==> config.mk <==
export PLATFORM = sky130hd
export DESIGN_NAME = xor_nn_backprop
export DESIGN_NICKNAME = d
export VERILOG_FILES = /design/src/rtl/xor_nn_backprop.sv
export SDC_FILE = /design/constraint.sdc
export NUM_CORES = 1
export LEC_CHECK = 0
export ABC_AREA = 1
export CORE_UTILIZATION = 60
export DETAILED_ROUTE_END_ITERATION = 6
export PLACE_DENSITY = 0.89
export SLEW_MARGIN = 0
export SYNTH_ARGS = -nofsm -noshare
export SYNTH_HDL_FRONTEND = slang
export SYNTH_SLANG_ARGS = --single-unit
==> constraint.sdc <==
create_clock -name clock -period 31.6 [get_ports clock]
set_input_delay 6.32 -clock clock [delete_from_list [all_inputs] [get_ports clock]]
set_output_delay 6.32 -clock clock [all_outputs]
set_load 0.02 [all_outputs]
==> src/rtl/xor_nn_backprop.sv <==
// Backward-pass engine for the 2-3-1 XOR network: deltas plus one SGD step on the weights it owns.
// Latency: done pulses in the 12th cycle after the accepting edge; next accept is possible once back in IDLE.
// Backpressure: start is sampled only in IDLE; start while busy is dropped, not queued.
//
// Ports: clock/reset_n (async, active-low); start, x, target, a2_flat, a3 are the sample and
// its forward activations, all latched on acceptance. busy/done report progress. w1_flat,
// w2_flat, b1_flat and b2 drive the current weights to the forward block. update_count
// counts committed updates and wraps.
// Build option: define XNN_SAT_EN to clamp every weight/bias write; otherwise writes wrap.
module xor_nn_backprop #(
  parameter int DATA_W   = 8,
  parameter int FRAC_W   = 4,
  parameter int LR_SHIFT = 2,
  parameter int CNT_W    = 16
) (
  input  logic                  clock,
  input  logic                  reset_n,
  input  logic                  start,
  input  logic [1:0]            x,
  input  logic                  target,
  input  logic [3*DATA_W-1:0]   a2_flat,
  input  logic [DATA_W-1:0]     a3,
  output logic                  busy,
  output logic                  done,
  output logic [6*DATA_W-1:0]   w1_flat,
  output logic [3*DATA_W-1:0]   w2_flat,
  output logic [3*DATA_W-1:0]   b1_flat,
  output logic [DATA_W-1:0]     b2,
  output logic [CNT_W-1:0]      update_count
);

  // Intermediate width: roomy enough for any product of two DATA_W codes
  // (including the DATA_W+1 bit differences One-a and a3-tgt).
  localparam int PW = 2*DATA_W + 2;
  // Weight subtractions run in DATA_W+2 bits before narrowing.
  localparam int NW = DATA_W + 2;

  typedef logic signed [DATA_W-1:0] dat_t;
  typedef logic signed [PW-1:0]     wide_t;
  typedef logic signed [NW-1:0]     nar_t;

  localparam wide_t MAX_P = PW'(2**(DATA_W-1) - 1);
  localparam wide_t MIN_P = PW'(-(2**(DATA_W-1)));
  localparam nar_t  MAX_N = NW'(2**(DATA_W-1) - 1);
  localparam nar_t  MIN_N = NW'(-(2**(DATA_W-1)));
  localparam wide_t ONE_P = PW'(2**FRAC_W);
  localparam dat_t  ONE_D = DATA_W'(2**FRAC_W);

  typedef enum logic [2:0] {
    IDLE, DELTA_OUT, DELTA_HID, UPD_W2, UPD_W1, DONE_S
  } state_t;

  state_t     state;
  logic [1:0] idx;
  dat_t       w1 [6];
  dat_t       w2 [3];
  dat_t       b1 [3];
  dat_t       b2_r;
  dat_t       d3;
  dat_t       d2 [3];
  dat_t       a2_l [3];
  dat_t       a3_l;
  logic [1:0] x_l;
  logic       tgt_l;

  function automatic wide_t ext(input dat_t a);
    return PW'(a);
  endfunction

  function automatic dat_t sat_p(input wide_t v);
    if (v > MAX_P)      return dat_t'(MAX_P);
    else if (v < MIN_P) return dat_t'(MIN_P);
    else                return dat_t'(v);
  endfunction

  // Weight write narrowing: clamp or two's-complement wrap.
  function automatic dat_t narrow(input nar_t r);
`ifdef XNN_SAT_EN
    if (r > MAX_N)      return dat_t'(MAX_N);
    else if (r < MIN_N) return dat_t'(MIN_N);
    else                return dat_t'(r);
`else
    return dat_t'(r);
`endif
  endfunction

  // Fixed-point product, floor-rounded by the arithmetic shift.
  function automatic wide_t mul_sh(input dat_t a, input dat_t b);
    return (ext(a) * ext(b)) >>> FRAC_W;
  endfunction

  // Sigmoid derivative a*(1-a), saturated to the data range.
  function automatic dat_t sig_d(input dat_t a);
    return sat_p((ext(a) * (ONE_P - ext(a))) >>> FRAC_W);
  endfunction

  function automatic dat_t calc_d3(input dat_t a, input logic t);
    dat_t tg;
    tg = t ? ONE_D : '0;
    return sat_p(((ext(a) - ext(tg)) * ext(sig_d(a))) >>> FRAC_W);
  endfunction

  function automatic dat_t calc_d2(input dat_t w, input dat_t d, input dat_t a);
    return sat_p(mul_sh(sat_p(mul_sh(w, d)), sig_d(a)));
  endfunction

  function automatic dat_t upd(input dat_t w, input wide_t term);
    nar_t r;
    r = NW'(ext(w)) - NW'(term);
    return narrow(r);
  endfunction

  always_ff @(posedge clock or negedge reset_n) begin
    if (!reset_n) begin
      state        <= IDLE;
      idx          <= '0;
      busy         <= 1'b0;
      done         <= 1'b0;
      update_count <= '0;
      w1[0] <= dat_t'(47); w1[1] <= dat_t'(61);
      w1[2] <= dat_t'(35); w1[3] <= dat_t'(46);
      w1[4] <= dat_t'(55); w1[5] <= dat_t'(37);
      w2[0] <= dat_t'(75); w2[1] <= dat_t'(44); w2[2] <= dat_t'(66);
      b1[0] <= dat_t'(23); b1[1] <= dat_t'(7);  b1[2] <= dat_t'(13);
      b2_r  <= dat_t'(33);
      d3    <= '0;
      a3_l  <= '0;
      x_l   <= '0;
      tgt_l <= 1'b0;
      for (int j = 0; j < 3; j++) begin
        d2[j]   <= '0;
        a2_l[j] <= '0;
      end
    end else begin
      done <= 1'b0;
      case (state)
        IDLE: begin
          if (start) begin
            for (int j = 0; j < 3; j++) a2_l[j] <= dat_t'(a2_flat[j*DATA_W +: DATA_W]);
            a3_l  <= dat_t'(a3);
            x_l   <= x;
            tgt_l <= target;
            busy  <= 1'b1;
            state <= DELTA_OUT;
          end
        end
        DELTA_OUT: begin
          d3    <= calc_d3(a3_l, tgt_l);
          idx   <= '0;
          state <= DELTA_HID;
        end
        DELTA_HID: begin
          // W2 is still the pre-update value here since UPD_W2 comes later.
          d2[idx] <= calc_d2(w2[idx], d3, a2_l[idx]);
          if (idx == 2'd2) begin
            idx   <= '0;
            state <= UPD_W2;
          end else begin
            idx <= idx + 2'd1;
          end
        end
        UPD_W2: begin
          if (idx == 2'd3) begin
            b2_r  <= upd(b2_r, ext(d3) >>> LR_SHIFT);
            idx   <= '0;
            state <= UPD_W1;
          end else begin
            w2[idx] <= upd(w2[idx], mul_sh(d3, a2_l[idx]) >>> LR_SHIFT);
            idx     <= idx + 2'd1;
          end
        end
        UPD_W1: begin
          w1[{idx, 1'b0}] <= upd(w1[{idx, 1'b0}], x_l[0] ? (ext(d2[idx]) >>> LR_SHIFT) : '0);
          w1[{idx, 1'b1}] <= upd(w1[{idx, 1'b1}], x_l[1] ? (ext(d2[idx]) >>> LR_SHIFT) : '0);
          b1[idx]         <= upd(b1[idx], ext(d2[idx]) >>> LR_SHIFT);
          if (idx == 2'd2) begin
            idx          <= '0;
            done         <= 1'b1;
            update_count <= update_count + 1'b1;
            state        <= DONE_S;
          end else begin
            idx <= idx + 2'd1;
          end
        end
        DONE_S: begin
          busy  <= 1'b0;
          state <= IDLE;
        end
        default: begin
          busy  <= 1'b0;
          state <= IDLE;
        end
      endcase
    end
  end

  genvar g;
  for (g = 0; g < 6; g++) begin : g_w1
    assign w1_flat[g*DATA_W +: DATA_W] = w1[g];
  end
  for (g = 0; g < 3; g++) begin : g_w2b1
    assign w2_flat[g*DATA_W +: DATA_W] = w2[g];
    assign b1_flat[g*DATA_W +: DATA_W] = b1[g];
  end
  assign b2 = b2_r;

endmodule
==> reports/metrics.yaml <==
status:
  status: "complete, no violations"
timing:
  tightestPinTransition_ns: 1.17
  slew_headroom: 0.214
  finClkSkew_ns: 0.0170
  slew_viol_final: 0
  fin_setup_tns_ns: 0
  holdWs_ns: 0.475
  grt_setup_unrepaired: "no"
  layout_setup_ws_ns: 19.14
  period_share: 0.394
  finalHoldViolCount: 0
  period_needed_ns: 12.46
  finalSetupViolCount: 0
  max_freq_ghz: 0.0803
die:
  coreArea_um2: 43100
  die_w_um: 211
  fp-row-count: 76
  initial_utilization: 0.607
  pin_count: 160
  dieArea_um2: 44400
  die_h_um: 211
min_path:
  min_delay_path_depth: 2
  min_from: "w2_flat[10]"
  min_path_type: "reg2reg"
  min_to: "w2_flat[10]"
critical_path:
  reg2reg_to: "d2[14]"
  end_kind: "register"
  reg2reg_depth: 51
  cp_common_cell: "nand2_1"
  path_delay_family: "adder cells"
  critPathMaxStageDelay_ns: 0.88
  crit_buf_inv: 14
  critPathSlowestCell: "clkinv_1"
  crit_start: "idx[1]"
  cp.required_ns: 31.94
  worstSetupPathType: "reg2reg"
  arrival_ns: 12.80
  startpoint_type: "register"
  critical_path.max_fanout: 26
  r2r-start: "idx[1]"
  rrSetupSlack_ns: 19.14
clock_tree:
  cts_tree: "yes"
  cts_hold_buf: 0
  clock_path_buffers: 2
  clk_pin_slew_worst_paths_ns: 0.07
  clock_latency_ns: 0.46
  cts_inserted_buffers: 17
  cts_setup_buffers: 0
  cts_resized: 0
  htree_levels: 4
  cts.sinks: 188
  cts_root_buf: "clkbuf_16"
global_route:
  grt_pass1_vias: 23984
  grt_max_degree: 115
  antenna_found_initial: 1
  grt_overflow_total: 0
  grt_first_pass_wirelength_mm: 115
  grtUsageTotal: 0.328
synthesis:
  netlist_area_um2: 26200
  post-synth-top-area-fraction: 0.260
  syn-instance-count: 3421
  ys_top_cells_by_area: "fa_1, dfrtp_1, ha_1"
  synthTopCellsByCount: "inv_1, nand2_1, nor2_1, fa_1, ha_1"
  ys_seq_area_frac: 0.182
  async_reset_ff_frac: 1.00
  synth-edff-count: 0
  synth_seq_cells: 188
  synth_top_cell_by_area: "fa_1"
  yosysWarnings: 0
  ys.flop_type: "dfrtp_1"
  ys_types: 52
  syn_avg_cell_area_um2: 7.65
  synth.most_common_cell: "inv_1"
place:
  pre_cts_slack_ns: 19.42
  dp.cells: 4106
  portBuffers: 159
  hpwl_mm: 54.5
  place_congestion: 0.972
route:
  drc: 0
  ant_nets: 0
  vias: 22679
  routedWlPerCell_um: 16.6
  drt_wl_total_mm: 68.7
  via_per_inst: 5.48
  first_pass_iters: 7
  drt-initial-drc-count: 2035
finish:
  diodes: 0
  fin_nets: 4149
  drive_gt1_frac: 0.0504
  area_growth_pct: 10.4
  instances_no_fill: 4138
flow_run:
  maxCapViolations: 0
==> state kept, by name, indices dropped and copies added (netlist names), 3 cells and up <==
signal / cells
b2: 8
b1_flat: 24
w2_flat: 24
d3: 8
d2: 18
update_count: 16
w1_flat: 48
state: 3
a2_l: 24
a3_l: 8
==> worst max-delay path by stage <==
| stage | to | slack (ns) | cells after the start |
|---|---|---|---|
| 6_report | d2[14] | 19.14 | 51 |
| 3_5_place_dp | d2[21] | 19.42 | 51 |
| 3_3_place_gp | d2[5] | 19.74 | 51 |
| 4_1_cts | d2[14] | 19.36 | 51 |
| 5_1_grt | d2[18] | 18.46 | 51 |
| 2_1_floorplan | d2[2] | 21.32 | 56 |
==> final cells by class <==
cell class	count	area, um2
multi-input combinational	2372	18100
fill	3395	14200
sequential	188	4760
inverter	794	2990
clock buffer	19	443
tap	585	732
timing repair buffer	167	1660
clock inverter	13	166
==> layout by cell type (no fill, tap or decap), types with 3 or more instances in the layout <==
cell,netlist,routed
a21o_1,7,7
a21oi_1,112,112
a22oi_1,5,5
a31oi_1,9,9
a32oi_1,5,5
buf_4,2,8
clkbuf_16,0,17
clkdlybuf4s50_1,0,158
clkinv_1,9,9
clkinv_8,0,3
dfrtp_1,142,141
dfstp_2,46,46
fa_1,340,340
ha_1,231,231
inv_1,768,768
inv_2,16,16
inv_6,0,4
inv_8,1,5
mux2_2,16,16
nand2_1,721,721
nand2_2,20,20
nand2_4,4,4
nand3_1,109,108
nand3_2,2,3
nand3b_1,10,10
nand4_1,19,19
nor2_1,392,392
nor2_2,5,5
nor2_4,4,4
nor3_1,12,12
nor4_1,3,3
o21a_1,4,4
o21ai_0,195,195
o21ai_1,5,5
o21bai_1,9,9
or2_2,15,15
xnor2_1,43,43
xor2_1,56,56
==> worst register-to-register path: cells and delay by family, from the launching register on <==
kind	cells	cell delay, ns
AOI/OAI and AO/OA	3	0.75
buffers and inverters	14	2.46
and+or+nand+nor	22	2.84
xor gates and xnor gates	1	0.22
DFF	1	0.59
adders and majority gates	11	5.52
==> per-stage QoR <==
stage	utilization	instance area [um2]
after floorplan	-	26200
after global placement	0.656	28300
after detailed placement	0.656	28300
after CTS	0.670	28900
after global routing	0.670	28900
final	0.670	28900
==> kinds of logic after synthesis <==
| group | count (synthesis) | share of synthesized area |
|---|---|---|
| adder cells (fa/ha/maj) | 571 | 0.371 |
| multiplexers | 17 | 0.00727 |
| XOR/XNOR | 99 | 0.0331 |
| flip-flops | 188 | 0.182 |
| AND/OR/NAND/NOR | 1323 | 0.207 |
| other | 1 | 0.000143 |
| buffers and inverters | 862 | 0.125 |
| AO/OA/AOI/OAI | 360 | 0.0742 |
==> layer usage <==
| metal | part of all wire | up-vias | track usage |
|---|---|---|---|
| met5 | 0.00016 | - | 0 |
| met4 | 0.058 | 2 | 0.182 |
| met3 | 0.077 | 249 | 0.0544 |
| met2 | 0.48 | 976 | 0.551 |
| met1 | 0.39 | 10921 | 0.403 |
| li1 | - | 10531 | - |
Power is left out: the tool's default activity adds up to more than one toggle a clock period on the data nets, which glitch-free logic cannot reach.
